## config.mk

```make
export PLATFORM = sky130hd
export DESIGN_NAME = fft_output_unload
export DESIGN_NICKNAME = d
export VERILOG_FILES = /design/src/rtl/fft_output_unload.sv
export SDC_FILE = /design/constraint.sdc
export NUM_CORES = 1
export LEC_CHECK = 0
export ABC_AREA = 1
export BUFFER_PORTS_ARGS = -buffer_cell sky130_fd_sc_hd__buf_4
export CAP_MARGIN = 30
export CORE_UTILIZATION = 55
export DETAILED_ROUTE_END_ITERATION = 16
export PLACE_DENSITY = 0.72
export REMOVE_ABC_BUFFERS = 1
export SLEW_MARGIN = 20
export SYNTH_ARGS = -nofsm -noshare
export SYNTH_HDL_FRONTEND = slang
export SYNTH_SLANG_ARGS = --single-unit
export TNS_END_PERCENT = 50
```

## constraint.sdc

```tcl
create_clock -name clk -period 5.95 [get_ports clk]
set_clock_uncertainty 0.2 [all_clocks]
set_input_delay 1.19 -clock clk [delete_from_list [all_inputs] [get_ports clk]]
set_output_delay 1.19 -clock clk [all_outputs]
set_load 0.05 [all_outputs]
```

## src/rtl/fft_output_unload.sv

```systemverilog
// Captures one 32-word fft result frame (4 words/beat), optionally un-bit-reverses it, and
// streams it out one word per cycle under valid/ready; beats arriving while draining are dropped and flagged.
module fft_output_unload #(
   parameter int WORDSIZE = 16,
   parameter int ADDRSIZE = 3,
   parameter int REORDER  = 1
) (
   input  logic                  clk,
   input  logic                  rst,
   input  logic                  in_valid,
   output logic                  in_ready,
   input  logic [WORDSIZE-1:0]   in0,
   input  logic [WORDSIZE-1:0]   in1,
   input  logic [WORDSIZE-1:0]   in2,
   input  logic [WORDSIZE-1:0]   in3,
   output logic                  out_valid,
   input  logic                  out_ready,
   output logic [WORDSIZE-1:0]   out_data,
   output logic [ADDRSIZE+1:0]   out_index,
   output logic                  out_last,
   output logic                  frame_done,
   output logic                  overrun
);
   localparam int NWORDS = 4 << ADDRSIZE;
   localparam int IW     = ADDRSIZE + 2;

   localparam logic [1:0] IDLE    = 2'd0;
   localparam logic [1:0] CAPTURE = 2'd1;
   localparam logic [1:0] DRAIN   = 2'd2;

   logic [1:0]            state_q, state_d;
   logic [ADDRSIZE-1:0]   beat_q, beat_d;
   logic [IW-1:0]         rd_q, rd_d;
   logic                  frame_done_q, frame_done_d;
   logic                  overrun_q, overrun_d;
   logic [WORDSIZE-1:0]   mem_q [NWORDS];
   logic [WORDSIZE-1:0]   mem_d [NWORDS];

   logic                  draining;
   logic                  accept;
   logic [IW-1:0]         rd_rev;
   logic [IW-1:0]         rd_addr;
   logic [IW-1:0]         wr_base;

   // in_ready is gated by rst so it reads 0 during reset even though the state is IDLE
   assign draining = (state_q == DRAIN);
   assign in_ready = ~rst & ~draining;
   assign accept   = in_valid & in_ready;
   assign wr_base  = {beat_q, 2'b00};

   always_comb begin
      rd_rev = '0;
      for (int i = 0; i < IW; i++) begin
         rd_rev[i] = rd_q[IW-1-i];
      end
   end

   assign rd_addr    = (REORDER != 0) ? rd_rev : rd_q;
   assign out_valid  = draining;
   assign out_data   = draining ? mem_q[rd_addr] : '0;
   assign out_index  = draining ? rd_q : '0;
   assign out_last   = draining & (&rd_q);
   assign frame_done = frame_done_q;
   assign overrun    = overrun_q;

   always_comb begin
      state_d      = state_q;
      beat_d       = beat_q;
      rd_d         = rd_q;
      frame_done_d = 1'b0;
      overrun_d    = overrun_q | (in_valid & ~in_ready);
      mem_d        = mem_q;
      if (accept) begin
         mem_d[wr_base + IW'(0)] = in0;
         mem_d[wr_base + IW'(1)] = in1;
         mem_d[wr_base + IW'(2)] = in2;
         mem_d[wr_base + IW'(3)] = in3;
      end
      case (state_q)
         IDLE: begin
            if (accept) begin
               beat_d  = ADDRSIZE'(1);
               state_d = CAPTURE;
            end
         end
         CAPTURE: begin
            if (accept) begin
               beat_d = beat_q + ADDRSIZE'(1);
               if (&beat_q) begin
                  state_d = DRAIN;
                  rd_d    = '0;
               end
            end
         end
         DRAIN: begin
            if (out_ready) begin
               rd_d = rd_q + IW'(1);
               if (&rd_q) begin
                  state_d      = IDLE;
                  frame_done_d = 1'b1;
               end
            end
         end
         default: state_d = IDLE;
      endcase
   end

   always_ff @(posedge clk or posedge rst) begin
      if (rst) begin
         state_q      <= IDLE;
         beat_q       <= '0;
         rd_q         <= '0;
         frame_done_q <= 1'b0;
         overrun_q    <= 1'b0;
      end else begin
         state_q      <= state_d;
         beat_q       <= beat_d;
         rd_q         <= rd_d;
         frame_done_q <= frame_done_d;
         overrun_q    <= overrun_d;
      end
   end

   // Buffer contents are don't-care after reset, so no reset branch here
   always_ff @(posedge clk) begin
      mem_q <= mem_d;
   end
endmodule
```

==> results.toml, run 1 <==
[setup_path]
crit_top_cell = "nand2_1"
cp_max_fo = 22
crit_path_start_kind = "register"
r2r_slack_ps = 3160
crit_type = "register to primary output"
slowest_delay_ps = 930
setup.worst_path.end_class = "primary output"
crit_chain = "clkinv_1 > buf_4 > nand3_1 > nand3_1 > nand2_1 > nand2_1 > nand2_1 > buf_4"
crit_arrival_ps = 3520
critPathRequiredTime_ps = 4560
cp_slowest_cell = "dfrtp_1"

[sta]
maxSlewViolCount = 0
setup_tns_ps = 0
fmax_ghz = 0.204
maxSlewHeadroom_pct = 35.8
rsz0062_at_grt = "false"
worstMarginPinSlew_ps = 961
setup_viol = 0
min_period_ps = 4910
final_hold_viol_count = 0
finalCritPeriodShare_pct = 82.5

[detailed_routing]
first_iter_violations = 1578
drc = 0
routed_wl_um = 57400
wl_per_cell_um = 18.4
via_per_inst = 5.31
drt_first_pass_iters = 5
ant_nets = 0
vias = 16500

[die]
io_pins = 94
die_h_um = 209
initial_utilization_pct = 56.1
die_x_um = 209
std_cell_rows = 75
dieArea_um2 = 43800
core_area_um2 = 42100

[clocking]
clockBufferDepth = 3
hold_buffers = 0
clock_latency_ps = 600
cts_buffers = 54
cts.sinks = 524
cts_tree = "done"
cts_setup_buffers = 0
h-tree-depth = 2
clk_pin_slew_ps = 60
cts_resized = 0
cts_root_buffer = "clkbuf_16"

[logic_synthesis]
synthDistinctLibCells = 24
synth_seq_area_share_pct = 66.3
synth_edf_count = 512
netlist_area_um2 = 23600
netlist_top_cells_count = "889 x nand2_1, 512 x edfxtp_1, 413 x inv_1"
synth-main-ff-cell = "edfxtp_1"
synth_top_area_share_pct = 65.0
synthArstFlopShare_pct = 2.29
yosysMostFrequentCell = "nand2_1"
yosysWarnings = 0
ys_seq_elements = 524
avgSynthCellArea_um2 = 9.61
synth_cells = 2460
synth_area_leaders = "edfxtp_1 65%, nand2_1 14%, inv_1 6.6%"
yosysTopAreaCell = "edfxtp_1"

[placed_design]
port_buffers = 93
gp_congestion = 0.815
dpl_cell_area_um2 = 24800
dpl.hpwl_um = 30900

[pwr]
switching_share_pct = 33.2
pwr-share-clk_pct = 32.0
power_switching_mw = 3.63
powerDensity_nw_per_um2 = 410
p_comb_share_pct = 27.0
power_frac_seq_pct = 41.0
peakVddDrop_mv = 0.267
leakage_nw = 12.0
p_int_mw = 7.30

[global_routing]
grt_usage_pct = 26.8
use_met2_pct = 42.9
grt_pass1_wl_um = 89400
busiest_layer = "met2"
grt_pass1_vias = 16300
grt_start_max_net_pins = 161
antenna_found_initial = 3
use_met1_pct = 36.5
overflow = 0
met3_usage_pct = 4.47

[run_status]
status = "completed"

[finish]
nets = 2604
synthToLayoutAreaGrowth_pct = 12.8
final_area_um2 = 26700
fillCellCount = 3333
drive_gt1_share_pct = 9.91

[flow_run]
drv_cap = 0

[hold_path]
hold_class = "register to register"
-- cell type report --
type / count / area (um^2) / area share, %
sequential: 524 / 15700 / 58.8
multi-input combinational: 1368 / 5660 / 21.2
inverter: 451 / 1700 / 6.39
clock buffer: 75 / 1490 / 5.60
timing repair buffer: 133 / 1120 / 4.21
tap: 539 / 674 / 2.53
clock inverter: 23 / 319 / 1.20
antenna: 2 / 5.00 / 0.0188
-- flip-flops by register name, indices dropped and copies added (netlist names) --
register / cells
mem_q: 512
rd_q: 5
beat_q: 3
state_q: 2
frame_done: 1
overrun: 1
-- critical path: cells and delay by family (launching register included) --
kind	cells	cell delay, ps
simple gates	5	530
flops	1	930
buf+inv	3	1440
-- layout by cell type, fill, tap and decap left out, types with 2 or more instances in the layout --
| master | count |
|---|---|
| buf_4 | 124 |
| dfrtp_4 | 2 |
| nor2_1 | 142 |
| clkbuf_1 | 18 |
| ha_1 | 4 |
| o21ai_1 | 5 |
| o21ai_0 | 9 |
| clkinv_1 | 11 |
| nand2_1 | 889 |
| dfrtp_1 | 10 |
| edfxtp_1 | 512 |
| inv_6 | 2 |
| clkbuf_16 | 57 |
| buf_16 | 2 |
| diode_2 | 2 |
| clkinv_2 | 5 |
| inv_2 | 32 |
| nand3_1 | 302 |
| nor2_2 | 3 |
| inv_1 | 413 |
| nor2_4 | 9 |
| bufinv_16 | 8 |
| buf_12 | 6 |
-- path summary, 6_finish.rpt --
kind                                         from              endpoint  cells past startpoint
max                           rd_q[2]$_DFFE_PP0P_          out_data[13]                      8
min                             overrun$_DFF_PP0_     overrun$_DFF_PP0_                      1
max reg2reg                state_q[1]$_DFFE_PP0P_  mem_q[284]$_DFFE_PP_                      5
min reg2reg                     overrun$_DFF_PP0_     overrun$_DFF_PP0_                      1
max in group asynchronous                     rst   rd_q[4]$_DFFE_PP0P_                      2
min in group asynchronous                     rst  frame_done$_DFF_PP0_                      2
-- through the flow --
| stage | total power [mW] | hold WS, ps | utilization [%] | setup slack (ps) | std cells |
|---|---|---|---|---|---|
| 2_1_floorplan | 6.46 | 332 | - | -3170 | 2343 |
| 3_3_place_gp | 7.37 | 263 | 58.8 | 1740 | 3012 |
| 3_5_place_dp | 7.43 | 306 | 58.8 | 1820 | 3013 |
| 4_1_cts | 10.9 | 319 | 63.1 | 1090 | 3111 |
| 5_1_grt | 11.4 | 336 | 63.3 | 921 | 3115 |
| 6_report | 10.9 | 318 | 63.3 | 1040 | 3115 |
-- power groups by stage --
stage               Sequential [mW]  Combinational (mW)  Clock [mW]
finish                         4.48                2.95        3.50
detailed placement             4.56                2.87           0
floorplan                      4.72                1.74           0
global route                   4.50                3.27        3.65
CTS                            4.48                2.90        3.53
global placement               4.55                2.82           0
-- kinds of logic after synthesis --
group                    share of synthesized area, %
adder cells (fa/ha/maj)                         0.212
buffers and inverters                            10.1
AND/OR/NAND/NOR                                  23.0
AO/OA/AOI/OAI                                   0.360
flip-flops                                       66.3
XOR/XNOR                                       0.0371
-- metal layers --
layer  share of wire [%]  vias to the layer above  wire [um]
met5               0.016                        -          9
li1                    -                     7864          -
met4                 3.4                        2       1970
met3                 9.2                      143       5270
met1                  41                     7783      23300
met2                  47                      756      26800
Note: power is estimated with default switching activity, not from simulation.
==> inputs of run 2 (changes only) <==
Settings changed: ABC_AREA 1 to 0.
Clock period 5.95 ns to 5.1 ns, I/O delays scaled along.
==> results.toml, run 2 <==
[setup_path]
critPathRequiredTime_ps = 3880
slowest_delay_ps = 980
r2r_slack_ps = 2090
crit_chain = "buf_4 > mux4_2 > a22o_1 > nor3_2 > a211oi_2 > buf_4"
cp_max_fo = 46
setup.worst_path.end_class = "primary output"
crit_arrival_ps = 3320
crit_top_cell = "buf_4"
cp_slowest_cell = "dfrtp_4"
crit_path_start_kind = "register"
crit_type = "register to primary output"

[clocking]
cts_buffers = 51
cts_setup_buffers = 0
cts_root_buffer = "clkbuf_16"
hold_buffers = 0
cts_resized = 0
clockBufferDepth = 3
cts.sinks = 524
h-tree-depth = 2
cts_tree = "done"
clock_latency_ps = 570
clk_pin_slew_ps = 60

[sta]
final_hold_viol_count = 0
setup_tns_ps = 0
finalCritPeriodShare_pct = 89.0
setup_viol = 0
min_period_ps = 4540
rsz0062_at_grt = "false"
fmax_ghz = 0.220
maxSlewHeadroom_pct = 35.6
worstMarginPinSlew_ps = 967
maxSlewViolCount = 0

[pwr]
pwr-share-clk_pct = 30.2
p_total_mw = 11.7
powerDensity_nw_per_um2 = 479
switching_share_pct = 30.8
power_frac_seq_pct = 42.1
p_int_mw = 8.09
power_switching_mw = 3.60
leakage_nw = 8.03
peakVddDrop_mv = 0.526
p_comb_share_pct = 27.7

[global_routing]
grt_usage_pct = 25.5
antenna_found_initial = 1
grt_pass1_vias = 11400
grt_start_max_net_pins = 63
grt_pass1_wl_um = 71800
overflow = 0

[logic_synthesis]
netlist_area_um2 = 21400
synth_top_area_share_pct = 71.7
yosysWarnings = 0
avgSynthCellArea_um2 = 19.1
yosysTopAreaCell = "edfxtp_1"
ys_seq_elements = 524
synth_seq_area_share_pct = 73.1
synth_cells = 1120
synth-main-ff-cell = "edfxtp_1"
synthArstFlopShare_pct = 2.29
yosysMostFrequentCell = "edfxtp_1"
synth_area_leaders = "edfxtp_1 72%, mux4_2 10%, and2_1 3.9%"
netlist_top_cells_count = "512 x edfxtp_1, 135 x and2_1, 96 x mux4_2"
synthDistinctLibCells = 37
synth_edf_count = 512

[die]
initial_utilization_pct = 56.4
std_cell_rows = 71
die_h_um = 199
dieArea_um2 = 39800
die_x_um = 199
io_pins = 94
core_area_um2 = 38000

[detailed_routing]
first_iter_violations = 1020
ant_nets = 0
via_per_inst = 6.15
routed_wl_um = 48500
drc = 0
vias = 11000
drt_first_pass_iters = 7
wl_per_cell_um = 27.2

[flow_run]
drv_cap = 0

[placed_design]
port_buffers = 93
gp_congestion = 0.782
dpl.hpwl_um = 28200

[finish]
top_register = "mem_q"
top_regs = "mem_q (512), rd_q (5), beat_q (3)"
final_common_cell = "edfxtp_1"
synthToLayoutAreaGrowth_pct = 13.8
nets = 1309
diodes = 0
layout_common_cells = "512 x edfxtp_1, 135 x and2_1, 126 x buf_4"
largest_reg_flops = 512
drive_gt1_share_pct = 28.0

[hold_path]
hold_class = "input port to async pin"

[run_status]
status = "completed"
run 2: cell types whose count changed after synthesis, moves of 22 or more:
cell / before / now
a211oi_1: 0 / 22
a21oi_1: 0 / 27
a22o_1: 0 / 32
and2_1: 0 / 135
buf_2: 68 / 21
inv_1: 413 / 3
inv_2: 33 / 0
mux2i_1: 0 / 64
mux4_2: 0 / 96
nand2_1: 889 / 10
nand3_1: 302 / 4
nor2_1: 152 / 25
nor2b_1: 0 / 25
run 2: worst max-delay path: cells and delay by family, from the launching register on:
| kind | cells | cell delay [ps] |
|---|---|---|
| muxes | 1 | 540 |
| and+or+nand+nor | 1 | 180 |
| buffers and inverters | 2 | 660 |
| AOI/OAI and AO/OA | 2 | 330 |
| DFF | 1 | 980 |
run 2: through the flow:
step | hold WS, ps | cell area [um^2] | utilization, % | setup slack [ps] | cells
after floorplan | 275 | 21000 | - | -3990 | 1048
after global placement | 310 | 22800 | 60.1 | 1160 | 1694
after detailed placement | 316 | 22900 | 60.1 | 1160 | 1695
after CTS | 308 | 24400 | 64.2 | 525 | 1784
after global routing | 346 | 24400 | 64.2 | 384 | 1784
final | 313 | 24400 | 64.2 | 561 | 1784
run 2: layout make-up:
cell class | count | area (um^2)
tap | 511 | 639
multi-input combinational | 521 | 5380
timing repair buffer | 136 | 1140
clock inverter | 26 | 203
clock buffer | 63 | 1340
inverter | 3 | 11.3
fill | 2686 | 13600
sequential | 524 | 15700
run 2: power by group through the flow:
stage	Combinational (mW)	Clock (mW)	Sequential, mW
CTS	3.27	3.57	4.92
finish	3.24	3.53	4.92
global route	3.42	3.73	4.93
detailed placement	3.26	0	5.01
floorplan	2.25	0	5.19
global placement	3.24	0	5.01
run 2: metal layers:
layer / vias up / GRT usage [%] / part of all wire [%]
met5: - / 0 / 0
met4: 0 / 6.47 / 2.0
met3: 72 / 4.17 / 8.2
met2: 476 / 41.2 / 48
met1: 5712 / 36.6 / 41
li1: 4718 / - / -
run 2: logic make-up (layout without fill, tap and decap cells):
group | after synthesis | in the layout | share of synthesized area, %
flip-flops | 524 | 524 | 73.1
multiplexers | 161 | 161 | 13.1
AND/OR/NAND/NOR | 231 | 231 | 6.48
buffers and inverters | 75 | 228 | 2.18
AO/OA/AOI/OAI | 125 | 125 | 4.86
adder cells (fa/ha/maj) | 4 | 4 | 0.233
run 2: worst paths after layout:
check	start	to	depth (start not counted)
worst max-delay path	rd_q[4]$_DFFE_PP0P_	out_data[7]	6
worst min-delay path	rst	overrun$_DFF_PP0_	2
worst max register to register	state_q[0]$_DFFE_PP0P_	mem_q[475]$_DFFE_PP_	6
worst min register to register	state_q[1]$_DFFE_PP0P_	state_q[0]$_DFFE_PP0P_	1
max in group asynchronous	rst	rd_q[4]$_DFFE_PP0P_	2
min in group clk	state_q[1]$_DFFE_PP0P_	state_q[0]$_DFFE_PP0P_	1
==> inputs of run 3 (changes only) <==
Clock period 5.1 ns to 5.7 ns, I/O delays scaled along.
==> results.toml, run 3 (synthesis results as in run 2) <==
[detailed_routing]
ant_nets = 0
first_iter_violations = 1180
drc = 0
wl_per_cell_um = 27.2
vias = 11100
drt_first_pass_iters = 5
routed_wl_um = 48500
via_per_inst = 6.23

[sta]
min_period_ps = 4800
rsz0062_at_grt = "false"
maxSlewHeadroom_pct = 28.8
setup_viol = 0
maxSlewViolCount = 0
fmax_ghz = 0.208
final_hold_viol_count = 0
finalCritPeriodShare_pct = 84.2
setup_tns_ps = 0
whs_ps = 357
setup_slack_ps = 898
worstMarginPinSlew_ps = 1070

[setup_path]
r2r_slack_ps = 2050
cp_max_fo = 37
rr_worst_depth = 5
reg2reg_from = "state_q[0]$_DFFE_PP0P_"
slowest_delay_ps = 930
cp_slowest_cell = "and2_1"
crit_type = "register to primary output"
crit_arrival_ps = 3460
reg2reg_to = "mem_q[320]$_DFFE_PP_"
setup.worst_path.end_class = "primary output"
crit_path_start_kind = "register"
crit_chain = "buf_4 > and2_1 > a21oi_1 > a21oi_1 > a211oi_2 > buf_4"
critPathRequiredTime_ps = 4360

[finish]
nets = 1309
largest_reg_flops = 512
top_regs = "mem_q (512), rd_q (5), beat_q (3)"
final_common_cell = "edfxtp_1"
synthToLayoutAreaGrowth_pct = 13.7
drive_gt1_share_pct = 27.4
top_register = "mem_q"
layout_common_cells = "512 x edfxtp_1, 135 x and2_1, 125 x buf_4"
diodes = 0

[die]
dieArea_um2 = 39800
core_area_um2 = 38000
std_cell_rows = 71
io_pins = 94
initial_utilization_pct = 56.4
die_x_um = 199
die_h_um = 199

[global_routing]
grt_start_max_net_pins = 57
antenna_found_initial = 5
grt_usage_pct = 25.5
overflow = 0
grt_pass1_wl_um = 71900
grt_pass1_vias = 11200

[clocking]
h-tree-depth = 2
cts_resized = 0
cts_setup_buffers = 0
clk_pin_slew_ps = 60
cts_buffers = 51
hold_buffers = 0
cts_root_buffer = "clkbuf_16"
clock_latency_ps = 570
cts.sinks = 524
cts_tree = "done"
clockBufferDepth = 3

[pwr]
switching_share_pct = 31.1
p_comb_share_pct = 28.7
peakVddDrop_mv = 0.395
p_int_mw = 7.12
p_total_mw = 10.3
leakage_nw = 8.00
power_switching_mw = 3.22
pwr-share-clk_pct = 29.3
power_frac_seq_pct = 42.0
powerDensity_nw_per_um2 = 424

[placed_design]
dpl.hpwl_um = 28200
gp_congestion = 0.785
dp_slack_ps = 1240
port_buffers = 93

[hold_path]
holdPathEnd = "overrun$_DFF_PP0_"
whs_path_depth = 1
hold_class = "register to register"
worstHoldStart = "overrun$_DFF_PP0_"

[run_status]
status = "completed"

[flow_run]
drv_cap = 0
-- run 3: changes by cell type in the layout (fill, tap and decap cells not counted) --
| cell | change |
|---|---|
| buf_16 | +2 |
| buf_4 | -1 |
| buf_6 | -1 |
| bufinv_16 | -3 |
| clkbuf_1 | +6 |
| clkbuf_16 | +1 |
| clkinv_1 | +4 |
| clkinv_2 | -4 |
| clkinv_8 | -1 |
| inv_6 | -1 |
-- run 3: cell type report --
type / instances / area (um^2)
Timing Repair Buffer: 136 / 1170
Multi-Input combinational cell: 521 / 5380
Tap cell: 511 / 639
Clock inverter: 21 / 82.6
Sequential cell: 524 / 15700
Clock buffer: 70 / 1390
Inverter: 3 / 11.3
Fill cell: 2644 / 13700
-- run 3: routing by layer --
layer	vias up	global-route usage (%)	routed length [um]
met5	-	0	0
met4	0	7.66	1290
met3	86	4.35	3750
met2	509	40.8	23500
met1	5803	36.3	19900
li1	4723	-	-
-- run 3: power by group through the flow --
stage	Clock [mW]	Combinational, mW	Sequential (mW)
2_1_floorplan	0	2.01	4.64
3_3_place_gp	0	2.89	4.47
3_5_place_dp	0	2.97	4.43
4_1_cts	3.06	2.99	4.35
5_1_grt	3.20	3.13	4.35
6_report	3.03	2.97	4.34
-- run 3: stage by stage --
step	cells	utilization [%]	instance area, um^2
after global placement	1691	60.0	22800
after global routing	1786	64.1	24400
final	1786	64.1	24400
after detailed placement	1692	60.0	22800
after floorplan	1048	-	21000
after CTS	1783	63.9	24300
-- run 3: how the worst max path moves through the flow --
stage	from	end	slack [ps]	depth (start not counted)
global placement	rst	mem_q[449]$_DFFE_PP_	1400	5
floorplan	rd_q[4]$_DFFE_PP0P_	out_data[0]	-3510	5
global route	rd_q[4]$_DFFE_PP0P_	out_data[10]	870	7
CTS	rd_q[3]$_DFFE_PP0P_	out_data[6]	910	6
detailed placement	rst	mem_q[465]$_DFFE_PP_	1240	5
finish	rd_q[3]$_DFFE_PP0P_	out_data[5]	900	6
-- run 3: worst max-delay path: cells and delay by family, from the launching register on --
family	cells	cell delay [ps]
and+or+nand+nor	1	930
buffers and inverters	2	770
AOI/OAI and AO/OA	3	590
DFF	1	580
